## src/rtl/fft_pkg.sv

```systemverilog
// fft_pkg -- shared constants and types for the FFT stage sequencer.
//   NUM/DATA/BLOCKS : lanes per beat, samples per frame, beats per frame
//   BLK_W           : width of a beat index within a frame
//   HALF_SPAN       : beats per butterfly half-span (power of two)
//   SEL_DLY/TW_DLY/LAT : taps of the flag delay line (butterfly select,
//                     twiddle index, stage output)
//   stage_state_e   : sequencer state (IDLE, RUN, DRAIN)
package fft_pkg;

   localparam int NUM       = 16;
   localparam int DATA      = 512;
   localparam int BLOCKS    = DATA / NUM;
   localparam int BLK_W     = $clog2(BLOCKS);
   localparam int HALF_SPAN = 4;
   localparam int SEL_BIT   = $clog2(HALF_SPAN);
   localparam int SEL_DLY   = 1;
   localparam int TW_DLY    = 3;
   localparam int LAT       = 4;
   // Drain counter only has to reach LAT-1.
   localparam int DRN_W     = $clog2(LAT);

   typedef enum logic [1:0] {
      IDLE  = 2'd0,
      RUN   = 2'd1,
      DRAIN = 2'd2
   } stage_state_e;

endpackage

```

## src/rtl/fft_flag_dly.sv

```systemverilog
// fft_flag_dly -- fixed-depth register delay line, every stage clears to 0.
//   clk   in   clock
//   rstn  in   asynchronous active-low reset
//   din   in   WIDTH-bit value entering the line
//   dout  out  din delayed by DEPTH clock cycles (DEPTH >= 1)
module fft_flag_dly #(
   parameter int DEPTH = 1,
   parameter int WIDTH = 1
) (
   input  logic             clk,
   input  logic             rstn,
   input  logic [WIDTH-1:0] din,
   output logic [WIDTH-1:0] dout
);

   logic [DEPTH-1:0][WIDTH-1:0] pipe_reg;

   always_ff @(posedge clk or negedge rstn) begin
      if (!rstn) begin
         pipe_reg <= '0;
      end else begin
         pipe_reg[0] <= din;
         for (int i = 1; i < DEPTH; i++) begin
            pipe_reg[i] <= pipe_reg[i-1];
         end
      end
   end

   assign dout = pipe_reg[DEPTH-1];

endmodule

```

## src/rtl/fft_stage_seq.sv

```systemverilog
// fft_stage_seq -- sequencer for one radix-2 butterfly + twiddle stage of the
// 16-lane, 512-point FFT. Tracks the beat index within each frame and emits
// control/markers aligned to the stage pipeline.
//   clk        in   clock
//   rstn       in   asynchronous active-low reset
//   valid_in   in   input beat valid
//   sof_in     in   first beat of frame (qualified by valid_in)
//   bf_sel     out  1 = butterfly low output, 0 = delayed high output
//   tw_blk     out  twiddle block index (ROM index = lane + tw_blk*NUM)
//   tw_en      out  tw_blk valid this cycle
//   valid_out  out  stage output valid
//   sof_out    out  first output beat of frame
//   eof_out    out  last output beat of frame
//   frame_err  out  one-cycle malformed-frame pulse
//   frame_cnt  out  (FFT_STAGE_SEQ_STATS_EN only) completed frames, wraps
//   err_cnt    out  (FFT_STAGE_SEQ_STATS_EN only) frame errors, saturates
//   busy       out  frame in progress or pipeline draining
// Optional statistics outputs are built when FFT_STAGE_SEQ_STATS_EN is defined.
module fft_stage_seq
   import fft_pkg::*;
(
   input  logic             clk,
   input  logic             rstn,
   input  logic             valid_in,
   input  logic             sof_in,
   output logic             bf_sel,
   output logic [BLK_W-1:0] tw_blk,
   output logic             tw_en,
   output logic             valid_out,
   output logic             sof_out,
   output logic             eof_out,
   output logic             frame_err,
`ifdef FFT_STAGE_SEQ_STATS_EN
   output logic [15:0]      frame_cnt,
   output logic [7:0]       err_cnt,
`endif
   output logic             busy
);

   stage_state_e     state_reg;
   logic [DRN_W-1:0] drain_cnt_reg;
   logic [BLK_W-1:0] blk_cnt_reg;
   logic             frame_err_reg;
   logic             bf_hold_reg;

   logic [BLK_W-1:0] idx;
   logic             beat_first;
   logic             beat_last;
   logic             err_next;

   // sof_in forces index 0 (legal at a boundary, early SOF otherwise).
   assign idx        = sof_in ? '0 : blk_cnt_reg;
   assign beat_first = valid_in & (idx == '0);
   assign beat_last  = valid_in & (idx == BLK_W'(BLOCKS - 1));
   // Truncation (gap mid-frame) or early SOF: both need a frame in progress.
   assign err_next   = (blk_cnt_reg != '0) & (~valid_in | sof_in);

   always_ff @(posedge clk or negedge rstn) begin
      if (!rstn) begin
         blk_cnt_reg   <= '0;
         frame_err_reg <= 1'b0;
      end else begin
         // BLOCKS is a power of two, so the natural wrap is the modulo.
         blk_cnt_reg   <= valid_in ? idx + BLK_W'(1) : '0;
         frame_err_reg <= err_next;
      end
   end

   // DRAIN is entered after the first idle cycle, so that cycle already
   // counts toward the LAT idle cycles needed to return to IDLE.
   always_ff @(posedge clk or negedge rstn) begin
      if (!rstn) begin
         state_reg     <= IDLE;
         drain_cnt_reg <= '0;
      end else begin
         case (state_reg)
            IDLE: begin
               if (valid_in) state_reg <= RUN;
            end
            RUN: begin
               if (!valid_in) begin
                  state_reg     <= DRAIN;
                  drain_cnt_reg <= DRN_W'(1);
               end
            end
            DRAIN: begin
               if (valid_in) begin
                  state_reg <= RUN;
               end else if (drain_cnt_reg == DRN_W'(LAT - 1)) begin
                  state_reg <= IDLE;
               end else begin
                  drain_cnt_reg <= drain_cnt_reg + DRN_W'(1);
               end
            end
            default: state_reg <= IDLE;
         endcase
      end
   end

   // Butterfly select tap: {valid, select bit}.
   logic [1:0] sel_tap;
   fft_flag_dly #(.DEPTH(SEL_DLY), .WIDTH(2)) u_sel_dly (
      .clk  (clk),
      .rstn (rstn),
      .din  ({valid_in, idx[SEL_BIT]}),
      .dout (sel_tap)
   );

   // Twiddle tap: {valid, idx}; idx is zeroed on idle cycles.
   logic [BLK_W:0] tw_tap;
   fft_flag_dly #(.DEPTH(TW_DLY), .WIDTH(BLK_W + 1)) u_tw_dly (
      .clk  (clk),
      .rstn (rstn),
      .din  ({valid_in, (valid_in ? idx : {BLK_W{1'b0}})}),
      .dout (tw_tap)
   );

   // Output tap: {valid, sof, eof}.
   logic [2:0] lat_tap;
   fft_flag_dly #(.DEPTH(LAT), .WIDTH(3)) u_lat_dly (
      .clk  (clk),
      .rstn (rstn),
      .din  ({valid_in, beat_first, beat_last}),
      .dout (lat_tap)
   );

   // bf_sel keeps its last value while no beat is in flight.
   always_ff @(posedge clk or negedge rstn) begin
      if (!rstn) begin
         bf_hold_reg <= 1'b0;
      end else begin
         bf_hold_reg <= bf_sel;
      end
   end

   assign bf_sel    = sel_tap[1] ? sel_tap[0] : bf_hold_reg;
   assign tw_en     = tw_tap[BLK_W];
   assign tw_blk    = tw_tap[BLK_W-1:0];
   assign valid_out = lat_tap[2];
   assign sof_out   = lat_tap[1];
   assign eof_out   = lat_tap[0];
   assign frame_err = frame_err_reg;
   assign busy      = (state_reg != IDLE);

`ifdef FFT_STAGE_SEQ_STATS_EN
   logic [15:0] frame_cnt_reg;
   logic [7:0]  err_cnt_reg;

   always_ff @(posedge clk or negedge rstn) begin
      if (!rstn) begin
         frame_cnt_reg <= '0;
         err_cnt_reg   <= '0;
      end else begin
         if (eof_out) frame_cnt_reg <= frame_cnt_reg + 16'd1;
         if (frame_err_reg && (err_cnt_reg != 8'hFF)) err_cnt_reg <= err_cnt_reg + 8'd1;
      end
   end

   assign frame_cnt = frame_cnt_reg;
   assign err_cnt   = err_cnt_reg;
`endif

endmodule
```

## config.mk

```make
export PLATFORM = sky130hd
export DESIGN_NAME = fft_stage_seq
export DESIGN_NICKNAME = d
export VERILOG_FILES = /design/src/rtl/fft_pkg.sv /design/src/rtl/fft_flag_dly.sv /design/src/rtl/fft_stage_seq.sv
export SDC_FILE = /design/constraint.sdc
export NUM_CORES = 1
export LEC_CHECK = 0
export CORE_MARGIN = 2
export CORE_UTILIZATION = 45
export DETAILED_ROUTE_END_ITERATION = 7
export PLACE_DENSITY = 0.74
export REMOVE_ABC_BUFFERS = 1
export SLEW_MARGIN = 25
export SYNTH_ARGS = -nofsm -noshare
export SYNTH_HDL_FRONTEND = slang
export SYNTH_SLANG_ARGS = --single-unit
```

## constraint.sdc

```tcl
create_clock -name clk -period 2.3 [get_ports clk]
set_clock_uncertainty 0.1 [all_clocks]
set_input_delay 0.46 -clock clk [delete_from_list [all_inputs] [get_ports clk]]
set_output_delay 0.46 -clock clk [all_outputs]
set_load 0.1 [all_outputs]
```

# Word level (Yosys, flattened, before mapping)
# Index checks and enable logic that the tools add are counted.
dict set report totals {
  output_inout_bits 12
  reg_bits 43
  wordCells 49
}
dict set report op_classes {
  n_eq_ne 9
  n_bitwise 5
  muxes 13
  add_sub_neg 2
  n_reduce_logical 7
}
# op count
set op_table {}
lappend op_table {{$mux W5} 3}
lappend op_table {{$mux W2} 7}
lappend op_table {{$ne A2 B2 Y1 const B} 4}
lappend op_table {{$pmux W2 S3} 1}
lappend op_table {{$add A5 B1 Y5 const B} 1}
lappend op_table {{$eq A5 B5 Y1 const B} 1}
lappend op_table {{$logic_not A5 Y1} 1}
lappend op_table {{$reduce_bool A5 Y1} 1}
lappend op_table {{$eq A2 B2 Y1 const B} 2}
lappend op_table {{$pmux W2 S2} 1}
lappend op_table {{$reduce_and A4 Y1} 1}
lappend op_table {{$reduce_bool A2 Y1} 2}
lappend op_table {{$and A1 B1 Y1} 3}
lappend op_table {{$ne A3 B3 Y1 const B} 1}
lappend op_table {{$reduce_and A3 Y1} 1}
lappend op_table {{$add A2 B1 Y2 const B} 1}
lappend op_table {{$eq A2 B1 Y1 const B} 1}
lappend op_table {{$logic_not A2 Y1} 1}
lappend op_table {{$mux W1} 1}
lappend op_table {{$not A1 Y1} 1}
lappend op_table {{$or A1 B1 Y1} 1}

# Depth between registers and ports, before layout
dict set report logic_depth {
  depth_word 4
  ltp_mapped 5
}

# Modules after synthesis
# A second synthesis with hierarchy kept.
dict set report unflattened {
  cells_unflattened 97
  hier_area_um2 1476.4
}
# mod cells_each n_inst area_per_inst_um2 seq_area_each_um2
set by_module_without_submodules {}
lappend by_module_without_submodules {fft_stage_seq 56 1 608.1 275.3}
lappend by_module_without_submodules {{fft_flag_dly at u_tw_dly} 24 1 495.5 450.4}
lappend by_module_without_submodules {{fft_flag_dly at u_lat_dly} 15 1 322.8 300.3}
lappend by_module_without_submodules {{fft_flag_dly at u_sel_dly} 2 1 50.0 50.0}

# Least setup slack after synthesis
# No wires, ideal clock.
dict set report synth_timing {
  kind {register to output}
  from {register state_reg[0]}
  to {output busy}
  t_arrival_ps 953
  path_buffers 0
  stages_incl_launch_ff 2
  required_time_ps 1740
  setup_slack_ps 787
  cell_sequence {dfrtp_1 -> or2_2}
}
dict set report synth_via {
  elab_chain_len 1
}
# item line
set synth_rtl {}
lappend synth_rtl {{start: declaration} fft_stage_seq.sv:40} ;# stage_state_e state_reg;
lappend synth_rtl {{start signal: assignment} fft_stage_seq.sv:73} ;# state_reg <= IDLE;
lappend synth_rtl {{start signal: assignment} fft_stage_seq.sv:78} ;# if (valid_in) state_reg <= RUN;
lappend synth_rtl {{start signal: assignment} fft_stage_seq.sv:82} ;# state_reg <= DRAIN;
lappend synth_rtl {{$reduce_bool A2 Y1} fft_stage_seq.sv:143} ;# assign busy = (state_reg != IDLE);
lappend synth_rtl {{end: declaration} fft_stage_seq.sv:37} ;# output logic busy
# Every way passes these cells.

# Worst setup path after layout
# Same ends and word-level chain as after synthesis.

==> metrics <==
fin. max-slew vios 0; WL/cell 12.0 um; fin util 55.3%; post-synthesis sequential area ratio between 70% and 80%; pin count of the biggest net entering global routing 40; GRT overflow 0; Cell Area, Synth approximately 0.0013 sq mm; fin crit period approximately 1.9 ns; Die Wd 58.1 um; Synth async-reset ratio 100%; cts hold-fix bufs 0; worst hold slack 0.0952 ns; row count 19; Crit path arrival time 1.35 ns; Slew Limit Headroom 47.1%; number of H-tree levels 2; worst setup margin 0.392 ns; vias in the first global route between 700 and 800; crit end category primary output; DR pass1 iterations 3; Clock Sinks 39; Initial Util between 40% and 50%; Core ar. 0.00276 sq mm; post-synth cell types 25; status finished, final reports clean; reg2reg setup slack 0.89 ns; MaxCap Viol Count 0; average vias per placed instance 4.82; setup TNS 0 ns; Yosys top cell by area dfrtp_1; endpoints failing setup 0; die footprint 0.00337 sq mm; list of most frequent post-synthesis cells dfrtp_1 (39), nor2_1 (8), and2_1 (5), buf_4 (5); # resized after CTS 0; Least-Margin Pin Slew 0.793 ns; CP Class flip-flop to primary output; Worst-Skew Late Latency 0.33 ns; Post-synth EDFFs 0; clk slew on worst S/H paths 0.11 ns; period utilization approximately 83%; Port Buffer Count 15; Leak 0.000772 uW; Setup crit start kind flip-flop; routed wire length 1650 um; RSZ-0062 raised after global routing no; Power Density ~880 mW/mm^2; min-delay worst type input port to async pin; count of state elements after synthesis 39; Hold Fails Final Rpt 0; die height about 58 um; gr usage total 12.0%; via count 661; Nets 111; Final Instance Area ~0.0015 sq mm; clk buf depth 2; 1st-iter DRT viols 15; Max VDD drop just over 0.0006 V; DR DRC count 0; IO Pins 16; n_diodes 0; synth warn 0; ys flop type dfrtp_1; Num CTS Buffers 5; CTS tree yes; fmax 524 MHz; mean post-synth cell area 14.9 sq um; root buffer cell clkbuf_4; CP top delay family flip-flops; global-route wire length before repair between 2000 and 3000 um; Buf+Inv Stages, Crit Path 1; initial antenna violation count 0; WP data required 1.74 ns; Area after DPL around 0.0014 sq mm; Gate Count Post-Synth 88; RD Place Congestion 0.768; top-count cell post-synth dfrtp_1; CP max stage delay 0.47 ns; share of post-route cells with drive strength above 1 between 20% and 30%; hpwl dp ~1200 um; post-synth top area share 74.2%; Place WS 0.383 ns; Synth-to-Final Area Change 16.0%; top post-synthesis cells by area dfrtp_1 (74%), buf_4 (2.9%), and2_1 (2.4%), nor2_1 (2.3%), ha_1 (1.9%); critical path's slowest cell dfrtp_1; max reg flops 10; Post-CTS Setup Repair Bufs 0; CP max FO 8; CP Cell Sequence or2_2 -> buf_4; post-route ant nets 0
==> worst paths after layout <==
| path | start | end | depth (start not counted) |
|---|---|---|---|
| hold reg to reg | u_lat_dly.pipe_reg[3]$_DFF_PN0_ | u_lat_dly.pipe_reg[6]$_DFF_PN0_ | 0 |
| max in group asynchronous | rstn | state_reg[0]$_DFFE_PN0P_ | 1 |
| min in group clk | u_lat_dly.pipe_reg[3]$_DFF_PN0_ | u_lat_dly.pipe_reg[6]$_DFF_PN0_ | 0 |
| setup reg to reg | blk_cnt_reg[2]$_DFF_PN0_ | blk_cnt_reg[4]$_DFF_PN0_ | 5 |
| hold / removal | rstn | u_tw_dly.dout[1]$_DFF_PN0_ | 1 |
| setup / recovery | state_reg[0]$_DFFE_PN0P_ | busy | 2 |
==> logic make-up after synthesis <==
logic type / after synthesis / share of synthesized area, %
AOI/OAI and AO/OA: 7 / 4.66
xor gates and xnor gates: 3 / 2.00
adders and majority gates: 2 / 1.90
buffers and inverters: 7 / 3.43
DFF: 39 / 74.2
muxes: 3 / 2.47
and+or+nand+nor: 27 / 11.3
==> through the flow <==
| step | cells | power (uW) |
|---|---|---|
| after global routing | 137 | 1400 |
| after floorplan | 83 | 867 |
| after CTS | 137 | 1370 |
| after detailed placement | 129 | 917 |
| after global placement | 129 | 907 |
| final | 137 | 1340 |
==> power by group <==
group,internal (uW),total [uW],switching (uW)
Sequential,715,738,22.9
Combinational,53.9,162,109
Clock,229,443,215
==> cells in the final DEF (no fill, tap or decap), types with 3 or more instances in the layout <==
master | Yosys | final
and2_1 | 5 | 5
nor2b_1 | 3 | 3
nand2_1 | 3 | 3
buf_4 | 5 | 11
nor2_1 | 8 | 8
dfrtp_1 | 39 | 39
clkbuf_4 | 0 | 5
==> area by class of cell <==
class,count,area (sq um)
fillers,237,1230
flip-flops and latches,39,976
multi-input cells,42,294
repair buffers,15,128
clock inverters,3,43.8
well taps,31,38.8
clock buffers,5,37.5
inverters,2,7.51
==> metal layers <==
metal	vias to the layer above	share of wire [%]	track usage, %
li1	311	-	-
met1	327	39	11.4
met2	19	53	21.6
met3	4	5.5	4.69
met4	0	2.6	6.98
met5	-	0	0
(Power assumes the default switching activity.)
==> edit 1, RTL diff (same flow settings) <==
Change the package constant `LAT` from 4 to 2.
--- a/src/rtl/fft_pkg.sv
+++ b/src/rtl/fft_pkg.sv
@@ -15,7 +15,7 @@
    localparam int SEL_BIT   = $clog2(HALF_SPAN);
    localparam int SEL_DLY   = 1;
    localparam int TW_DLY    = 3;
-   localparam int LAT       = 4;
+   localparam int LAT       = 2;
    // Drain counter only has to reach LAT-1.
    localparam int DRN_W     = $clog2(LAT);
 
Function: changed (Yosys sat finds a counterexample within 4 cycles, from zero or initial values and one cycle with rstn low).
==> edit 1 against the original RTL <==
Register-to-register slack worse by 0.03 ns; setup slack better by 0.058 ns; via count down 13%; die area down 14%; sequential power down 18%; sequential cell count down 6; area after synthesis down 15%; utilization down 0.95 points; fmax up 3.1%; design area down 14%; wire length down 14%; largest power group unchanged; power down 23%; sequential share of layout area down 0.95 points; non-clock buffer count up 1.
==> edit 1: results (changes against the original RTL) <==
outcome=complete, no violations; worst-case clock buffer depth=2 (unchanged); top post-synthesis cells by area=dfrtp_1 74%, buf_4 4.0%, and2_1 3.3%, a21oi_1 1.8%, nand2b_1 1.7%; H-tree depth=2 (unchanged); IO Port Bufs=15 (unchanged); Setup Fix Bufs, Post-CTS=0 (unchanged); Clock Latency Late Sink=0.32 ns; hold depth=0; Vias per Instance=4.68 (-2.9%); layout cells sized above 1=0.237 (-0.0465); number of global-route vias before repair=505 (-30%); nets=98 (-12%); final hold slack=0.254 ns (+0.159 ns); total CTS buffers=5 (unchanged); synth cell count leaders=33 x dfrtp_1, 6 x and2_1, 6 x buf_4; RePlAce Congestion=0.808 (+5.1%); post_cts resized=0 (unchanged); Netlist cell types=22 (-12%); drt first-iter violations=6 (-9); worst vdd ir=0.486 mV (-20%); yosys synthesis warning count=0 (unchanged); Placement Cell Area=1250 µm² (-13%); r2r startpoint=blk_cnt_reg[2]; Layout area overhead=16.7%; register area share after synthesis=0.736 (-0.00636); Root Driver=clkbuf_4; critical path arrival=1.29 ns (-0.06 ns); max reg flops=10 (unchanged); routed wire length=1.42 mm (-14%); hold endpoint=u_tw_dly.dout[4]; Pre-Repair DR Iteration Count=4 (+1); Placed Cells=116 (-10%); Hold/Removal Path Class=flop to flop; largest net degree at the start of global routing=34 (-15%); leakage=0.675 nW (-13%); worst-path maximum fanout=5 (-3); slew margin rel.=0.716 (+0.245); cts hold-fix bufs=0 (unchanged); initial antenna violation count=0 (unchanged); Mean Syn Cell Area=14.8 µm² (-1.2%); Worst-path clk slew=0.09 ns (-0.02 ns); post-DP HPWL=940 µm (-18%); cell depth of the worst flop-to-flop path=4 (-1); Place WS=0.282 ns (-0.100 ns); first-pass GRT wire length=2.26 mm (-22%); Hold Startpoint=u_tw_dly.pipe_reg[10]; # Max-Cap Violations=0 (unchanged); FFs w/ async S/R, synth=1.00 (unchanged); GRT Util Overall=0.126 (+0.00658); CP startpoint=state_reg[1]; ant diodes=0 (unchanged); RR Endpoint=blk_cnt_reg[4]; Vias=576 (-13%); Main synth FF type=dfrtp_1; fillcell total=208 (-12%); reg-to-reg slack, setup=0.86 ns (-0.03 ns)
[edit 1: worst max-delay path, stage by stage, from the launching register on]
cell	delay (ns)
dfrtp_1	0.43
or2_2	0.30
buf_4	0.23
[edit 1: power breakdown]
group	internal, mW	leakage, nW	total [mW]	switching, mW
clock network	0.144	0.0314	0.316	0.172
registers	0.595	0.437	0.605	0.0101
logic	0.0273	0.206	0.112	0.0848
[edit 1: worst max-delay path by stage]
| stage | endpoint | slack [ns] | cells after the start |
|---|---|---|---|
| after detailed placement | blk_cnt_reg[4] | 0.28 | 5 |
| after floorplan | bf_sel | 0.82 | 1 |
| after global routing | busy | 0.40 | 2 |
| final | busy | 0.45 | 2 |
| after CTS | busy | 0.43 | 2 |
| after global placement | blk_cnt_reg[4] | 0.36 | 5 |
[edit 1: area by class of cell]
| class | count | share of cell area |
|---|---|---|
| tap | 30 | 0.0287 |
| timing repair buffer | 16 | 0.107 |
| clock buffer | 7 | 0.0420 |
| sequential | 33 | 0.630 |
| inverter | 3 | 0.00860 |
| multi-input combinational | 34 | 0.183 |
[edit 1: metal layers]
metal	vias up	global-route usage	wire length, µm
met4	0	0.141	37
li1	274	-	-
met1	278	0.138	630
met3	4	0.0417	84
met2	20	0.181	667
met5	-	0	0
[edit 1: cell families (layout without fill, tap and decap cells)]
kind of cell | after synthesis | in the layout | synth area share
AOI/OAI and AO/OA | 7 | 7 | 0.0424
xor gates and xnor gates | 2 | 2 | 0.0156
adders and majority gates | 1 | 1 | 0.0111
buffers and inverters | 9 | 26 | 0.0502
DFF | 33 | 33 | 0.736
muxes | 2 | 2 | 0.0190
and+or+nand+nor | 22 | 22 | 0.126
==> edit 2, RTL diff (config.mk and constraints unchanged) <==
Without the edit above. Re-encode `stage_state_e` (3 states) as one-hot, 3 bits wide.
--- a/src/rtl/fft_pkg.sv
+++ b/src/rtl/fft_pkg.sv
@@ -19,10 +19,10 @@
    // Drain counter only has to reach LAT-1.
    localparam int DRN_W     = $clog2(LAT);
 
-   typedef enum logic [1:0] {
-      IDLE  = 2'd0,
-      RUN   = 2'd1,
-      DRAIN = 2'd2
+   typedef enum logic [2:0] {
+      IDLE  = 3'b001,
+      RUN   = 3'b010,
+      DRAIN = 3'b100
    } stage_state_e;
 
 endpackage
Behaviour: no difference found for any inputs over 10 cycles, from zero or initial values and one cycle with rstn low; not proved beyond that.
==> edit 2 against the original RTL <==
Die area is 8.4% higher; cell count rose by 18%; utilization fell by 2.1 points; area after synthesis increased by 9.0%; wire length is 15% higher; setup slack better by 0.037 ns; critical path depth unchanged; design area up 6.6%; via count increased by 12%; sequential cell count grew 1; non-clock buffer count stayed put.
Power is not compared: it rests on default switching activity, and its combinational part moved more than twofold at a synthesized area within 25%.
==> edit 2: results (changes against the original RTL) <==
Total Power=1.51 mW; register area share after synthesis=0.699 (-0.0432); WL met2=878 µm (+1.6%); IO Port Bufs=15 (unchanged); P_int=1.00 mW; drt first-iter violations=22 (+7); max reg flops=10 (unchanged); Setup Fix Bufs, Post-CTS=0 (unchanged); critical path's slowest cell=dfstp_2; initial antenna violation count=0 (unchanged); highest metal used=met4; number of global-route vias before repair=709 (-1.7%); post-synthesis xor/xnor area fraction=0.0244 (+0.00445); fin area=1630 µm² (+6.6%); worst vdd ir=0.352 mV; met1 wire length=865 µm (+34%); Place WS=0.382 ns (-0.000599 ns); Slew @ Worst Pin=0.834 ns (+0.0405 ns); top post-synthesis cells by area=dfrtp_1 68%, and2_1 2.6%, buf_4 2.6%, nor2_1 2.4%, dfstp_2 1.8%; post-DP HPWL=1.25 mm (+8.6%); P_seq=816 µW; layout cells sized above 1=0.254 (-0.0288); H-tree depth=2 (unchanged); Root Driver=clkbuf_4; post_cts resized=0 (unchanged); worst-case clock buffer depth=2 (unchanged); non-filler instance count after layout=162 (+18%); first-pass GRT wire length=3.19 mm (+10%); FFs w/ async S/R, synth=1.00 (unchanged); Netlist cell types=30 (+20%); nets=123 (+11%); RePlAce Congestion=0.722 (-6.0%); largest net degree at the start of global routing=41 (+2.5%); synthesized instance count=102 (+16%); GRT Util Overall=0.128 (+0.00808); routed wl met3=89 µm (-1.1%); GRT met3 Usage=0.0512 (+0.00430); drt wl/cell=11.7 µm (-2.8%); largest delay contributor family on the critical path=flip-flops; worst-path maximum fanout=7 (-1); leakage=0.781 nW; Placed Cells=154 (+19%); GRT met1 Usage=0.150 (+0.0360); fillcell total=270 (+14%); Clock power frac=0.216; adder-cell share of the synthesized area=0.0175 (-0.00158); critical path arrival=1.31 ns (-0.04 ns); Vias per Instance=4.57 (-5.2%); Clock Latency Late Sink=0.33 ns (about the same); Compound-Gate Fraction of Synth Area=0.0672 (+0.0206); GR Util met2=0.196 (-0.0203); Pre-Repair DR Iteration Count=4 (+1); mux cell area share after synthesis=0.00785 (-0.0169); Worst-path clk slew=0.11 ns (about the same); CP max stage delay=0.64 ns (+0.17 ns); outcome=complete, no violations; synth cell count leaders=39 x dfrtp_1, 9 x nor2_1, 6 x and2_1; Hold/Removal Path Class=input port to async pin
-- edit 2: cell type report --
| cell class | count | share of cell area |
|---|---|---|
| clock buffers | 7 | 0.0277 |
| repair buffers | 15 | 0.0862 |
| well taps | 44 | 0.0339 |
| multi-input cells | 53 | 0.228 |
| clock inverters | 1 | 0.00308 |
| inverters | 2 | 0.00462 |
| flip-flops and latches | 40 | 0.617 |
-- edit 2: final timing paths --
| check | to | cells after the start | slack [ns] | startpoint |
|---|---|---|---|---|
| max in group asynchronous | u_tw_dly.pipe_reg[8] | 1 | 1.46 | rstn |
| worst max register to register | blk_cnt_reg[4] | 5 | 0.90 | blk_cnt_reg[2] |
| worst min register to register | u_tw_dly.dout[0] | 0 | 0.25 | u_tw_dly.pipe_reg[6] |
| min in group clk | u_tw_dly.dout[0] | 0 | 0.25 | u_tw_dly.pipe_reg[6] |
| worst min-delay path | u_tw_dly.pipe_reg[3] | 1 | 0.12 | rstn |
| worst max-delay path | busy | 2 | 0.43 | state_reg[0] |
